==> src/rtl/id_ex_operandos.sv <==
// ID/EX operand stage: single-entry pipeline register between decode and the
// ALU. It resolves EX/MEM and MEM/WB forwarding when an instruction is
// captured and selects the immediate for OP2 when requested. It also keeps a
// saturating count of the cycles the stage spends held by backpressure.
module id_ex_operandos #(
    parameter int ANCHO  = 32,
    parameter int CONT_W = 16
) (
    input  logic              clk,
    input  logic              reset,
    input  logic              in_valid,
    output logic              in_ready,
    input  logic [ANCHO-1:0]  rs_dato,
    input  logic [ANCHO-1:0]  rt_dato,
    input  logic [ANCHO-1:0]  inmediato,
    input  logic [4:0]        rs_addr,
    input  logic [4:0]        rt_addr,
    input  logic [4:0]        rd_addr,
    input  logic              alu_src,
    input  logic [3:0]        sel_in,
    input  logic              reg_write_in,
    input  logic              exmem_reg_write,
    input  logic [4:0]        exmem_rd,
    input  logic [ANCHO-1:0]  exmem_dato,
    input  logic              memwb_reg_write,
    input  logic [4:0]        memwb_rd,
    input  logic [ANCHO-1:0]  memwb_dato,
    input  logic              flush,
    output logic              out_valid,
    input  logic              out_ready,
    output logic [ANCHO-1:0]  OP1,
    output logic [ANCHO-1:0]  OP2,
    output logic [3:0]        Sel,
    output logic [4:0]        rd_out,
    output logic              reg_write_out,
    output logic [CONT_W-1:0] ciclos_stall
);

    localparam logic [CONT_W-1:0] CONT_MAX = {CONT_W{1'b1}};

    logic              valid_r;
    logic [ANCHO-1:0]  op1_r;
    logic [ANCHO-1:0]  op2_r;
    logic [3:0]        sel_r;
    logic [4:0]        rd_r;
    logic              reg_write_r;
    logic [CONT_W-1:0] stall_r;

    logic [ANCHO-1:0]  fwd_rs_s;
    logic [ANCHO-1:0]  fwd_rt_s;
    logic [ANCHO-1:0]  op2_sel_s;
    logic              captura_s;
    logic              stall_s;

    // Forwarded value for one source register: EX/MEM wins over MEM/WB, and
    // register 0 is never forwarded because it is hard-wired to zero.
    function automatic logic [ANCHO-1:0] reenviar(
        input logic [4:0]       addr,
        input logic [ANCHO-1:0] dato_rf,
        input logic             ex_we,
        input logic [4:0]       ex_rd,
        input logic [ANCHO-1:0] ex_dato,
        input logic             wb_we,
        input logic [4:0]       wb_rd,
        input logic [ANCHO-1:0] wb_dato
    );
        logic [ANCHO-1:0] res;
        if (ex_we && (ex_rd != 5'd0) && (ex_rd == addr)) begin
            res = ex_dato;
        end else if (wb_we && (wb_rd != 5'd0) && (wb_rd == addr)) begin
            res = wb_dato;
        end else begin
            res = dato_rf;
        end
        return res;
    endfunction

    // Handshake and operand selection for the instruction offered this cycle.
    always_comb begin
        in_ready  = !valid_r || out_ready;
        captura_s = in_valid && in_ready && !flush;
        stall_s   = valid_r && !out_ready && !flush;
        fwd_rs_s  = reenviar(rs_addr, rs_dato, exmem_reg_write, exmem_rd,
                             exmem_dato, memwb_reg_write, memwb_rd, memwb_dato);
        fwd_rt_s  = reenviar(rt_addr, rt_dato, exmem_reg_write, exmem_rd,
                             exmem_dato, memwb_reg_write, memwb_rd, memwb_dato);
        if (alu_src) begin
            op2_sel_s = inmediato;
        end else begin
            op2_sel_s = fwd_rt_s;
        end
    end

    // Pipeline register: flush has priority, then capture, then drain; a held
    // instruction keeps every output frozen.
    always_ff @(posedge clk or posedge reset) begin
        if (reset) begin
            valid_r     <= 1'b0;
            op1_r       <= '0;
            op2_r       <= '0;
            sel_r       <= 4'b0000;
            rd_r        <= 5'd0;
            reg_write_r <= 1'b0;
        end else if (flush) begin
            valid_r     <= 1'b0;
            reg_write_r <= 1'b0;
        end else if (captura_s) begin
            valid_r     <= 1'b1;
            op1_r       <= fwd_rs_s;
            op2_r       <= op2_sel_s;
            sel_r       <= sel_in;
            rd_r        <= rd_addr;
            reg_write_r <= reg_write_in;
        end else if (valid_r && out_ready) begin
            valid_r     <= 1'b0;
            reg_write_r <= 1'b0;
        end else begin
            valid_r     <= valid_r;
            reg_write_r <= reg_write_r;
        end
    end

    // Saturating backpressure counter; it sticks at all-ones instead of wrapping.
    always_ff @(posedge clk or posedge reset) begin
        if (reset) begin
            stall_r <= '0;
        end else if (stall_s && (stall_r != CONT_MAX)) begin
            stall_r <= stall_r + {{(CONT_W-1){1'b0}}, 1'b1};
        end else begin
            stall_r <= stall_r;
        end
    end

    assign out_valid     = valid_r;
    assign OP1           = op1_r;
    assign OP2           = op2_r;
    assign Sel           = sel_r;
    assign rd_out        = rd_r;
    assign reg_write_out = reg_write_r;
    assign ciclos_stall  = stall_r;

endmodule

==> config.mk <==
export PLATFORM = sky130hd
export DESIGN_NAME = id_ex_operandos
export DESIGN_NICKNAME = d
export VERILOG_FILES = /design/src/rtl/id_ex_operandos.sv
export SDC_FILE = /design/constraint.sdc
export NUM_CORES = 1
export LEC_CHECK = 0
export BUFFER_PORTS_ARGS = -buffer_cell sky130_fd_sc_hd__buf_2
export CAP_MARGIN = 20
export CORE_AREA = 2 2 113 115
export DETAILED_ROUTE_END_ITERATION = 8
export DIE_AREA = 0 0 115 117
export GPL_ROUTABILITY_DRIVEN = 0
export HOLD_SLACK_MARGIN = 0.06
export PLACE_DENSITY = 0.79
export SETUP_SLACK_MARGIN = 0.02
export SLEW_MARGIN = 30
export SYNTH_ARGS = -nofsm -noshare
export SYNTH_HDL_FRONTEND = slang
export SYNTH_SLANG_ARGS = --single-unit
==> constraint.sdc <==
create_clock -name clk -period 6 [get_ports clk]
set_input_delay 0.6 -clock clk [delete_from_list [all_inputs] [get_ports clk]]
set_output_delay 0.6 -clock clk [all_outputs]
set_load 0.05 [all_outputs]
==> results.md <==
- Sequential fraction of design power: 35.6%
- Post-CTS Setup Bufs: 0
- R2R Path End: OP2[29]
- RSZ-0062 raised after global routing: false
- Async SR Flop Fraction: 100.0%
- Routed wire length per instance: 20.01 um
- Synth Flop Type: dfrtp_1
- Synth Instances: 558
- Max Fclk: 402.3 MHz
- Avg Inst Size Synth: 9.335 um2
- Static leakage: 3.458 nW
- Post-route ant nets: 0
- Worst Path Required: 6250 ps
- Num CTS Buffers: 9
- EDFF count, synth: 0
- GR Overflow Total: 0
- Slew headroom: 38.67%
- Final wirelength: 19510 um
- Core box area: 12310 um2
- Number of port buffers: 289
- CTS Hold Bufs: 0
- Bufs on Longest Clock Path: 2
- Fin nets: 1018
- Final setup violation count: 0
- Slowest library cell on the worst path: or4_1
- CTS clk-pin slew, worst paths: 70 ps
- Synth area leaders: dfrtp_1, mux2i_1, a221oi_1
- Crit end category: flop
- Area after DPL: 6705 um2
- Total of max-cap violations: 0
- Initial DRT Pass Iterations: 6
- FILL cells: 1149
- # DRC: 0
- PostCTS Resize Cnt: 0
- Combinational power share: 35.0%
- Int Pwr: 1.306 mW
- Pwr/cell area: 310.5 nW/um2
- Final TNS setup: 0 ps
- Critical Path Start Type: input port
- # IOs: 290
- Clk sinks: 91
- Post-synthesis cell type count: 36
- Worst hold path type: in2async
- TritonCTS clock tree: done
- Number of vias per cell: 5.997
- Switching fraction of total power: 40.29%
- Via count: 5847
- Skew-Pair Late Insertion Delay: 350 ps
- Most Frequent Cell on Critical Path: buf_4
- Critical path class: in2reg
- Pre-CTS WS: 3081 ps
- Overall die width: 115 um
- Peak supply drop: 0.0001586 V
- Initial drt markers: 503
- Commonest non-fill, non-tap cell in the layout: buf_2
- Setup Skew: 6.397 ps
- Number of synthesized register bits: 91
- Critical Path Fanout Max: 34
- Mapped Area: 5209 um2
- Final Power: 2.188 mW
- Yosys warns: 0
- Die Area: 13460 um2
- Switch Pwr: 881.4 uW
- Post-synth top area share: 43.72%
- Slew Limit Fails: 0
- Most frequent cells in the layout: buf_2, dfrtp_1, nand2_1
- Status: finished, final reports clean
- Number of global-route vias before repair: 5494
- CTS H-Tree Depth: 3
- Share of layout cells above drive strength 1: 39.93%
- Post-synthesis sequential area ratio: 43.72%
- GRT Total Usage: 27.96%
- Antenna violations before repair: 2
- CTS root buf: clkbuf_16
- Worst Reg-to-Reg Cells: 6
- Critical path, cell by cell: buf_2 > or4_1 > o21a_1 > buf_4 > nand3_1 > buf_4 > a221oi_1 > o21ai_0
- CP arrival: 2730 ps
- Post-synth top area cell: dfrtp_1
- Final worst slack: 3514 ps
- Worst R2R Start: out_valid
- Clock group share of total power: 29.4%
- Period utilization: 41.43%
- # rows: 41
- Layout Cells excl Fill: 975
- Worst hold slack: 298.1 ps
- Initial Util: 42.31%
- Flop-to-flop setup slack: 3660 ps
- Critical Path Max Stage Delay: 530 ps
- First-pass GRT wire length: 28730 um
- Overall die height: 117 um
- Largest net degree at the start of global routing: 50
- Final instance area: 7046 um2
- DP Wirelength: 13720 um
- Post-route core utilization: 57.23%
- Worst-margin pin slew: 915.0 ps
- Minimum clock period after layout: 2486 ps
- Hold Fails Final Rpt: 0
- Inst Count DP: 958
- Layout area overhead: 35.26%
- Synth Net Count: 757
## cells in the mapped netlist (2+ instances only)
cell,count
and4_1,3
a221oi_1,32
nand2b_1,2
o221ai_1,32
buf_4,3
clkbuf_1,37
or3_1,34
xnor2_1,18
nand3_1,9
nor2_1,9
buf_6,5
o21ai_1,13
nor3_1,5
nor2b_1,2
a21oi_1,32
nand4_1,5
mux2_2,2
mux2i_1,33
inv_1,4
dfrtp_1,91
buf_2,4
nand2_1,66
or4_1,3
and3_1,36
xor2_1,15
o21ai_0,53
## registers in the layout (all words and copies together), names as in the netlist
register and cells:
ciclos_stall 16, out_valid 1, reg_write_out 1, rd_out 5, Sel 4, OP1 32, OP2 32
## routing by layer
| layer | up-vias | track usage (%) | part of all wire, % |
|---|---|---|---|
| met5 | - | 0 | 0.041 |
| met1 | 2788 | 35.69 | 39 |
| li1 | 2615 | - | - |
| met3 | 35 | 5.046 | 9.3 |
| met4 | 2 | 11.16 | 2.0 |
| met2 | 407 | 47.33 | 49 |
## worst max path at each step
stage	from	endpoint	slack [ps]	depth (start not counted)
5_1_grt	memwb_rd[1]	OP1[19]	3420	8
6_report	memwb_rd[1]	OP1[2]	3510	8
3_5_place_dp	alu_src	OP2[22]	3080	7
2_1_floorplan	reset	OP1[0]	3040	1
3_3_place_gp	alu_src	OP2[4]	3190	7
4_1_cts	alu_src	OP2[20]	3450	7
## area by class of cell
class                   count  area (um2)  share of cell area, %
multi-input cells         414        2701                  38.34
repair buffers            299        1521                  21.59
inverters                   4       17.52                 0.2486
diodes                      1       2.502                0.03552
flip-flops and latches     91        2277                  32.32
clock inverters             5       85.08                  1.208
well taps                 150       187.7                  2.664
clock buffers              11       252.7                  3.587
## critical path: cells and delay by family
family / cells / cell delay [ps]
AOI/OAI and AO/OA: 3 / 590
buffers and inverters: 3 / 770
and+or+nand+nor: 2 / 750
## power by group through the flow
stage | registers, mW | clock network [mW] | logic (mW)
floorplan | 1.12 | 0 | 0.181
global placement | 0.784 | 0 | 0.755
detailed placement | 0.784 | 0 | 0.767
CTS | 0.777 | 0.648 | 0.766
global route | 0.787 | 0.673 | 0.811
finish | 0.778 | 0.644 | 0.765
## cell families after synthesis
| group | Yosys count | synth area share, % |
|---|---|---|
| buffers and inverters | 53 | 4.852 |
| XOR/XNOR | 33 | 5.549 |
| multiplexers | 35 | 6.774 |
| flip-flops | 91 | 43.72 |
| AO/OA/AOI/OAI | 169 | 21.31 |
| adder cells (fa/ha/maj) | 1 | 0.2402 |
| AND/OR/NAND/NOR | 176 | 17.56 |
Power figures use the tool's default switching activity.
